$ cat config.mk
export PLATFORM = sky130hd
export DESIGN_NAME = regfile_write_sequencer
export DESIGN_NICKNAME = d
export VERILOG_FILES = /design/src/rtl/cpu_pkg.sv /design/src/rtl/wb_fifo.sv /design/src/rtl/regfile_write_sequencer.sv
export SDC_FILE = /design/constraint.sdc
export NUM_CORES = 1
export LEC_CHECK = 0
export ABC_AREA = 1
export CORE_MARGIN = 3
export CORE_UTILIZATION = 35
export DETAILED_ROUTE_END_ITERATION = 10
export SYNTH_ARGS = -nofsm -noshare
export SYNTH_HDL_FRONTEND = slang
export SYNTH_SLANG_ARGS = --single-unit
$ cat constraint.sdc
create_clock -name clk -period 11.35 [get_ports clk]
set_input_delay 1.7025 -clock clk [delete_from_list [all_inputs] [get_ports clk]]
set_output_delay 1.7025 -clock clk [all_outputs]
set_load 0.005 [all_outputs]
$ cat src/rtl/cpu_pkg.sv
// cpu_pkg: shared register-file write definitions.
//   REG_W / DATA_W   register address and data widths
//   wb_req_t         one queued write request {rd, data}
//   ZERO_REG         hard-wired zero register ($0), never written
//   is_zero_reg()    helper used wherever $0 writes must be dropped
package cpu_pkg;

  localparam int REG_W  = 5;
  localparam int DATA_W = 32;
  localparam int NREGS  = 1 << REG_W;

  typedef struct packed {
    logic [REG_W-1:0]  rd;
    logic [DATA_W-1:0] data;
  } wb_req_t;

  localparam logic [REG_W-1:0] ZERO_REG = '0;

  function automatic logic is_zero_reg(input logic [REG_W-1:0] r);
    return r == ZERO_REG;
  endfunction

endpackage

$ cat src/rtl/wb_fifo.sv
// wb_fifo: synchronous FIFO of wb_req_t write requests.
//   clk, reset        clock, asynchronous active-high reset (empties FIFO)
//   push, push_data   enqueue request; ignored when full (pre-edge occupancy)
//   pop, pop_data     dequeue head; pop_data is the current head (show-ahead)
//   full, empty       occupancy flags
//   count             occupancy, 0..DEPTH
// DEPTH must be a power of two so the pointers wrap naturally modulo DEPTH.
module wb_fifo
  import cpu_pkg::*;
#(
  parameter int DEPTH = 4
) (
  input  logic                     clk,
  input  logic                     reset,
  input  logic                     push,
  input  wb_req_t                  push_data,
  input  logic                     pop,
  output wb_req_t                  pop_data,
  output logic                     full,
  output logic                     empty,
  output logic [$clog2(DEPTH):0]   count
);

  localparam int PTR_W = $clog2(DEPTH);
  localparam int CNT_W = PTR_W + 1;

  logic [PTR_W-1:0] wr_ptr_q, wr_ptr_d;
  logic [PTR_W-1:0] rd_ptr_q, rd_ptr_d;
  logic [CNT_W-1:0] count_q, count_d;
  wb_req_t          mem_q [DEPTH];
  wb_req_t          mem_d [DEPTH];
  logic             push_en;
  logic             pop_en;

  assign full     = (count_q == CNT_W'(DEPTH));
  assign empty    = (count_q == '0);
  assign count    = count_q;
  assign pop_data = mem_q[rd_ptr_q];

  // Full is judged on the pre-edge occupancy: a simultaneous pop does not
  // make room for a push in the same cycle.
  assign push_en = push && !full;
  assign pop_en  = pop && !empty;

  always_comb begin
    wr_ptr_d = wr_ptr_q;
    rd_ptr_d = rd_ptr_q;
    count_d  = count_q;
    mem_d    = mem_q;
    if (push_en) begin
      mem_d[wr_ptr_q] = push_data;
      wr_ptr_d        = wr_ptr_q + 1'b1;
    end
    if (pop_en) begin
      rd_ptr_d = rd_ptr_q + 1'b1;
    end
    case ({push_en, pop_en})
      2'b10:   count_d = count_q + 1'b1;
      2'b01:   count_d = count_q - 1'b1;
      default: count_d = count_q;
    endcase
  end

  always_ff @(posedge clk or posedge reset) begin
    if (reset) begin
      wr_ptr_q <= '0;
      rd_ptr_q <= '0;
      count_q  <= '0;
    end else begin
      wr_ptr_q <= wr_ptr_d;
      rd_ptr_q <= rd_ptr_d;
      count_q  <= count_d;
    end
  end

  // Storage needs no reset: entries are only read once written.
  always_ff @(posedge clk) begin
    mem_q <= mem_d;
  end

endmodule

$ cat src/rtl/regfile_write_sequencer.sv
// regfile_write_sequencer: merges two write-request ports into the register
// file's single write port and tracks outstanding writes per register.
//   clk, reset                      clock, asynchronous active-high reset
//   a_valid/a_ready/a_reg/a_data    port A (pipeline writeback) request
//   b_valid/b_ready/b_reg/b_data    port B (long-latency unit) request
//   rsv_valid/rsv_ready/rsv_reg     issue-side destination reservation
//   chk_reg1/2 -> chk_busy1/2       combinational pending-write queries
//   RegWrite/Write_register/Write_data  registered register-file write port
//   fifo_count                      request FIFO occupancy
//
// Handshakes: a transfer happens on a rising edge where valid && ready are
// both high. ready is combinational from the current state and the other
// port's valid; at most one of A/B transfers per edge. A request to $0
// completes its handshake but is discarded.
module regfile_write_sequencer
  import cpu_pkg::*;
#(
  parameter int DEPTH  = 4,
  parameter int STARVE = 3,
  parameter int CNT_W  = 2
) (
  input  logic                    clk,
  input  logic                    reset,
  input  logic                    a_valid,
  output logic                    a_ready,
  input  logic [REG_W-1:0]        a_reg,
  input  logic [DATA_W-1:0]       a_data,
  input  logic                    b_valid,
  output logic                    b_ready,
  input  logic [REG_W-1:0]        b_reg,
  input  logic [DATA_W-1:0]       b_data,
  input  logic                    rsv_valid,
  output logic                    rsv_ready,
  input  logic [REG_W-1:0]        rsv_reg,
  input  logic [REG_W-1:0]        chk_reg1,
  input  logic [REG_W-1:0]        chk_reg2,
  output logic                    chk_busy1,
  output logic                    chk_busy2,
  output logic                    RegWrite,
  output logic [REG_W-1:0]        Write_register,
  output logic [DATA_W-1:0]       Write_data,
  output logic [$clog2(DEPTH):0]  fifo_count
);

  localparam int               SW         = $clog2(STARVE + 1);
  localparam logic [SW-1:0]    STARVE_LIM = SW'(STARVE);
  localparam logic [CNT_W-1:0] CNT_MAX    = '1;

  // ---------------------------------------------------------------- FIFO
  logic    full;
  logic    empty;
  logic    push;
  logic    pop;
  wb_req_t push_req;
  wb_req_t head;

  wb_fifo #(.DEPTH(DEPTH)) u_fifo (
    .clk       (clk),
    .reset     (reset),
    .push      (push),
    .push_data (push_req),
    .pop       (pop),
    .pop_data  (head),
    .full      (full),
    .empty     (empty),
    .count     (fifo_count)
  );

  // ---------------------------------------------------------- arbitration
  logic [SW-1:0] starve_q, starve_d;
  logic          a_acc;
  logic          b_acc;
  logic          starved;

  // A wins by default; B wins once it has been blocked STARVE cycles.
  assign starved = (starve_q >= STARVE_LIM);
  assign a_ready = !full && (!starved || !b_valid);
  assign b_ready = !full && (!a_valid || starved);
  assign a_acc   = a_valid && a_ready;
  assign b_acc   = b_valid && b_ready && !a_acc;

  always_comb begin
    push_req = a_acc ? '{rd: a_reg, data: a_data} : '{rd: b_reg, data: b_data};
  end

  assign push = (a_acc || b_acc) && !is_zero_reg(push_req.rd);
  assign pop  = !empty;

  // Only blocking by A counts toward starvation; waiting on a full FIFO
  // holds the count.
  always_comb begin
    starve_d = starve_q;
    if (!b_valid || b_acc) begin
      starve_d = '0;
    end else if (!b_ready && !full && !starved) begin
      starve_d = starve_q + 1'b1;
    end
  end

  // ----------------------------------------------------------- scoreboard
  logic [CNT_W-1:0] cnt_q [NREGS];
  logic [CNT_W-1:0] cnt_d [NREGS];
  logic [NREGS-1:0] inc_vec;
  logic [NREGS-1:0] dec_vec;
  logic             rsv_inc;

  assign rsv_ready = is_zero_reg(rsv_reg) || (cnt_q[rsv_reg] != CNT_MAX);
  assign rsv_inc   = rsv_valid && rsv_ready && !is_zero_reg(rsv_reg);
  assign chk_busy1 = (cnt_q[chk_reg1] != '0);
  assign chk_busy2 = (cnt_q[chk_reg2] != '0);

  // Unreserved writes must not underflow, so the decrement is gated on a
  // non-zero count.
  always_comb begin
    inc_vec = '0;
    dec_vec = '0;
    if (rsv_inc) begin
      inc_vec[rsv_reg] = 1'b1;
    end
    if (pop && (cnt_q[head.rd] != '0)) begin
      dec_vec[head.rd] = 1'b1;
    end
  end

  always_comb begin
    for (int r = 0; r < NREGS; r++) begin
      cnt_d[r] = cnt_q[r];
      if (r == 0) begin
        cnt_d[r] = '0;
      end else if (inc_vec[r] && !dec_vec[r]) begin
        cnt_d[r] = cnt_q[r] + 1'b1;
      end else if (dec_vec[r] && !inc_vec[r]) begin
        cnt_d[r] = cnt_q[r] - 1'b1;
      end
    end
  end

  // ------------------------------------------------------- output stage
  logic              regwrite_q, regwrite_d;
  logic [REG_W-1:0]  wreg_q, wreg_d;
  logic [DATA_W-1:0] wdata_q, wdata_d;

  always_comb begin
    regwrite_d = pop;
    wreg_d     = pop ? head.rd   : wreg_q;
    wdata_d    = pop ? head.data : wdata_q;
  end

  assign RegWrite       = regwrite_q;
  assign Write_register = wreg_q;
  assign Write_data     = wdata_q;

  always_ff @(posedge clk or posedge reset) begin
    if (reset) begin
      starve_q   <= '0;
      regwrite_q <= 1'b0;
      wreg_q     <= '0;
      wdata_q    <= '0;
      for (int r = 0; r < NREGS; r++) begin
        cnt_q[r] <= '0;
      end
    end else begin
      starve_q   <= starve_d;
      regwrite_q <= regwrite_d;
      wreg_q     <= wreg_d;
      wdata_q    <= wdata_d;
      for (int r = 0; r < NREGS; r++) begin
        cnt_q[r] <= cnt_d[r];
      end
    end
  end

endmodule
# Word level (Yosys, flattened, before mapping)
# Cells that the tools add are included.
word_totals:
  input_bits: 94
  word_cells: 417
  reg_bits: 257
  out_inout_bits: 46
classes:
  mux: 90
  eq_ne: 4
  reduce_logical: 192
  n_bitwise: 6
  order_cmp: 12
  addsub: 67
ops:
  columns: ["cell", "n"]
  rows:
  - ["bitwise mux 148 bit", 1]
  - ["2-to-1 mux 37 bit", 4]
  - ["2-to-1 mux 2 bit", 72]
  - ["logical AND 1 bit", 77]
  - ["binary-select mux 37 bit (select 2 bit)", 1]
  - ["demux 37 bit (select 2 bit)", 1]
  - ["nonzero test 2 bit", 36]
  - ["zero test 1 bit", 71]
  - ["adder 2 x 1 -> 2 bit (second input constant)", 34]
  - ["2-to-1 mux 32 bit", 2]
  - ["subtractor 2 x 1 -> 2 bit (second input constant)", 31]
  - ["binary-select mux 2 bit (select 5 bit)", 4]
  - ["greater-or-equal comparator 6 bit (second input constant)", 4]
  - ["NOT 5 -> 6 bit", 4]
  - ["< comparator 5 x 6 -> 1 bit (second input constant)", 2]
  - ["demux 1 bit (select 5 bit)", 2]
  - ["greater-or-equal comparator 5 x 1 -> 1 bit (second input constant)", 2]
  - ["zero test 5 bit", 2]
  - ["greater-or-equal comparator 3 bit (second input constant)", 2]
  - ["NOT 2 -> 3 bit", 2]
  - ["one-hot mux 3 bit (2 select lines)", 1]
  - ["logical OR 1 bit", 5]
  - ["adder 3 x 1 -> 3 bit (second input constant)", 1]
  - ["equality test 3 bit (second input constant)", 1]
  - ["other kinds (8)", 9]

# Longest topological paths before layout
logic_depth:
  depth_word: 14
  depth_mapped: 22
  ltp_nobuf: 20

# By module
# Synthesis repeated with hierarchy kept, for this count alone.
hier_totals:
  cells_unflattened: 1494
  hier_area_um2: 13545.5
by_module_without_submodules:
  columns: ["mod", "instances", "cells_each", "area_each_um2", "seq_area_each_um2"]
  rows:
  - ["regfile_write_sequencer", 1, 1000, 7196.9, 2552.4]
  - ["wb_fifo", 1, 494, 6348.6, 4619.4]

# Least setup slack after synthesis
# No wires, ideal clock.
synth_timing:
  path_type: "in2reg"
  from: "input b_valid"
  to: "register u_fifo.mem_q[0] (netlist name), enable pin"
  slack_ns: 6.692
  stages: 10
  required_ns: 10.919
  t_arrival_ns: 4.227
  setup_ns: 0.431
  path_buffers: 2
  cell_sequence: "nand2_1 > nand3_1 > buf_2 > nand2_1 > o21ai_0 > nor2_1 > nand3_1 > nand2_1 > buf_4 > nor2_1"
synth_rtl:
  columns: ["element", "line_no", "rtl"]
  rows:
  - ["start: declaration", "regfile_write_sequencer.sv:28", "input logic b_valid,"]
  - ["end signal: assignment", "wb_fifo.sv:78", "mem_q <= mem_d;"]
  - ["end: declaration", "wb_fifo.sv:30", "wb_req_t mem_q [DEPTH];"]

# Final worst setup path
layout_timing:
  from: "input chk_reg2[1]"
  to: "output chk_busy2"
layout_via:
  elab_chain_len: 5
layout_lines:
  columns: ["element", "line_no", "rtl"]
  rows:
  - ["start: declaration", "regfile_write_sequencer.sv:36", "input logic [REG_W-1:0] chk_reg2,"]
  - ["NOT 5 -> 6 bit (not written as such)", "regfile_write_sequencer.sv:110", "assign chk_busy2 = (cnt_q[chk_reg2] != '0);"]
  - ["binary-select mux 2 bit (select 5 bit)", "regfile_write_sequencer.sv:110", null]
  - ["2-to-1 mux 2 bit (not written as such) (2 in series)", "regfile_write_sequencer.sv:110", null]
  - ["nonzero test 2 bit", "regfile_write_sequencer.sv:110", null]
  - ["end: declaration", "regfile_write_sequencer.sv:38", "output logic chk_busy2,"]
# No other way between the ends. The select of a mux whose other input is x is not followed.

==> flow_summary_export.csv <==
group,metric,value,unit
clocking,h-tree-depth,1,
finish,drive_above_1_share,10.2,%
logic_synthesis,synth_ff_type,"edfxtp_1",
critical_path,path_common_cell,"nand2_1",
timing,hold_viol,0,
flow_run,drv_cap,0,
clocking,cts-root-buf,"clkbuf_16",
logic_synthesis,netlist_top_cells_area,"edfxtp_1 (32%), dfrtp_1 (20%), nand2_1 (7.4%)",
routing,route.met2.wl,17.2,mm
logic_synthesis,synth_cells,1489,
logic_synthesis,synth-edff-count,148,
clocking,hold_buffers,0,
power_and_ir_drop,power.leakage,0.00652,uW
timing,finalMaxSlewViolations,0,
global_route,grt_pass1_wl,61.7,mm
global_route,antenna_found_initial,0,
timing,finalClockSkew,0.0242,ns
power_and_ir_drop,sw_frac_of_total,42.7,%
logic_synthesis,synth_top_area_cell,"edfxtp_1",
clocking,clockBufferDepth,3,
critical_path,critPathKind,"input port to output pin",
run_status,status,"finished, final reports clean",
hold_path,holdPathEnd,"cnt_q[36]",
placed_design,place_ws,5.54,ns
logic_synthesis,syn_area,13700,um2
critical_path,cp_max_fo,22,
floorplan,rows,71,
clocking,clock_sinks,257,
clocking,numCtsBuffers,28,
timing,fmax,171,MHz
routing,first_iter_violations,827,
critical_path,startpoint_type,"input port",
power_and_ir_drop,sequentialPowerShare,35.2,%
power_and_ir_drop,powerDensity,284,nW/um2
clocking,cts_tree,"done",
global_route,grt_max_degree,77,
global_route,grt_pass1_vias,10900,
hold_path,whs_path_depth,1,
routing,first_pass_iters,5,
critical_path,required,9.65,ns
hold_path,hold_start,"cnt_q[36]",
critical_path,reg2reg_from,"u_fifo.rd_ptr_q[1]",
timing,tightest_slew,0.950,ns
routing,via_per_inst,5.15,
power_and_ir_drop,p_clk_share,20.5,%
critical_path,reg2reg_depth,18,
routing,final_antenna_net_count,0,
logic_synthesis,syn-num-nets,1620,
logic_synthesis,yosysUniqueCellTypes,40,
routing,met1Wirelength,17.0,mm
critical_path,critPathArrivalTime,4.14,ns
logic_synthesis,synth_most_common_cell,"nand2_1",
routing,drc,0,
hold_path,hp-class,"register to register",
power_and_ir_drop,p_switching,2000,uW
finish,area_growth,20.1,%
placed_design,numPortBuffers,139,
critical_path,reg2reg_to,"cnt_q[23]",
logic_synthesis,synth_top_area_share,32.4,%
logic_synthesis,synth.top_cells.by_count,"nand2_1 (270), nor2_1 (230), edfxtp_1 (148), o21ai_0 (125)",
critical_path,critPathTopFamily,"buffers and inverters",
timing,setup_viol,0,
logic_synthesis,seq_area_frac_synth,52.2,%
finish,nNetsFinal,1735,
routing,wl_met3,3.14,mm
critical_path,cp-end-kind,"output pin",
power_and_ir_drop,p_int,2680,uW
logic_synthesis,synth-async-reset-ratio,42.4,%
clocking,clk_pin_slew,0.06,ns
power_and_ir_drop,peakVddDrop,0.000214,V
timing,post-route-period-util,51.5,%
critical_path,cp_cell_sequence,"clkdlybuf4s50_1 -> inv_1 -> o311ai_0 -> nand2_1 -> nand2_1 -> nand2_1 -> o211ai_1 -> nand2_1 -> clkdlybuf4s50_1",
placed_design,gp_congestion,0.989,
critical_path,r2r_slack,6.72,ns
clocking,cts_setup_buffers,0,
timing,whs,0.466,ns
floorplan,die_h,204,um
timing,tns,0,ns
timing,maxSlewHeadroom,36.2,%
global_route,overflow,0,
timing,rsz0062_at_grt,"false",
routing,routed_wirelength,38.6,mm
logic_synthesis,avgSynthCellArea,9.23,um2
floorplan,die_area,41700,um2
floorplan,core,38200,um2
floorplan,die_w,204,um
finish,n_antenna_cell,0,
power_and_ir_drop,comb_power_share,44.4,%
finish,final_util,43.2,%
global_route,track_usage,18.7,%
clocking,clkLatencyLatePin,0.57,ns
critical_path,crit_buf_inv,3,
timing,fin_crit,5.84,ns
logic_synthesis,ys_seq_elements,257,
critical_path,critical_path.slowest_cell,"clkdlybuf4s50_1",
floorplan,pin_count,140,
timing,fin_ws,5.51,ns
routing,vias,11000,
critical_path,crit_path_max_incr_delay,0.64,ns
power_and_ir_drop,power,4680,uW
placed_design,place_hpwl,25.8,mm
logic_synthesis,yosysWarnings,0,
clocking,ctsResizeCount,0,
floorplan,initial_utilization,36.0,%
routing,routed.top_layer,"met4",
routing,wl_per_cell,18.1,um
[state kept, by name (all words and copies together), names as in the netlist]
name             flops
RegWrite             1
Write_data          32
Write_register       5
cnt_q               62
starve_q             2
u_fifo.count         3
u_fifo.mem_q       148
u_fifo.rd_ptr_q      2
u_fifo.wr_ptr_q      2
[per-stage QoR]
step           instances  area, um2
2_1_floorplan       1489      13700
3_3_place_gp        2085      15500
3_5_place_dp        2085      15500
4_1_cts             2136      16500
5_1_grt             2136      16500
6_report            2136      16500
[worst max-delay path by stage]
stage | slack (ns) | depth (start not counted) | from | endpoint
after global routing | 5.26 | 11 | rsv_reg[1] | rsv_ready
after CTS | 5.52 | 11 | rsv_reg[1] | rsv_ready
after global placement | 5.60 | 11 | rsv_reg[1] | rsv_ready
final | 5.51 | 9 | chk_reg2[1] | chk_busy2
after detailed placement | 5.54 | 11 | rsv_reg[1] | rsv_ready
after floorplan | 6.69 | 10 | b_valid | u_fifo.mem_q[0]
[routing by layer]
metal  GRT usage, %  up-vias
li1               -     5271
met1           25.5     5233
met2           29.6      409
met3           4.20       88
met4           6.00        0
met5              0        -
[worst register-to-register path, delay by kind of cell (launching register included)]
family          cells  cell delay (ns)
simple gates       10             2.40
fa+ha+maj           1             0.35
compound gates      3             0.39
flops               1             0.36
buf+inv             3             0.86
xor+xnor            1             0.15
[power groups by stage]
stage	registers, uW	logic (uW)	clock network (uW)
final	1640	2080	957
after detailed placement	1650	2090	0
after CTS	1640	2090	980
after global placement	1660	2060	0
after global routing	1680	2330	1020
after floorplan	1580	1480	0
[final cells by class]
type / instances / area [um2]
sequential: 257 / 7170
tap: 511 / 639
timing repair buffer: 150 / 1470
clock inverter: 12 / 181
multi-input combinational: 1051 / 5790
clock buffer: 39 / 792
fill: 3763 / 21700
inverter: 116 / 440
[cell usage in the layout, fill, tap and decap left out, types with 31 or more instances in the layout]
master           instances
nand2_1                269
nor2_1                 226
edfxtp_1               148
clkdlybuf4s50_1        139
o21ai_0                125
dfrtp_1                108
inv_1                  108
nand3_1                 66
xnor2_1                 42
a21oi_1                 39
ha_1                    36
a31oi_1                 34
nand3_2                 33
mux2_2                  32
o21ai_1                 31
[cell families (layout without fill, tap and decap cells)]
kind of cell,after synthesis,count (layout),share of synthesized area (%)
simple gates,655,655,21.0
mux,32,32,2.62
compound gates,261,261,10.6
xor+xnor,66,66,4.21
flops,257,257,52.2
buf+inv,181,317,5.93
fa+ha+maj,37,37,3.42
Power figures use the tool's default switching activity.
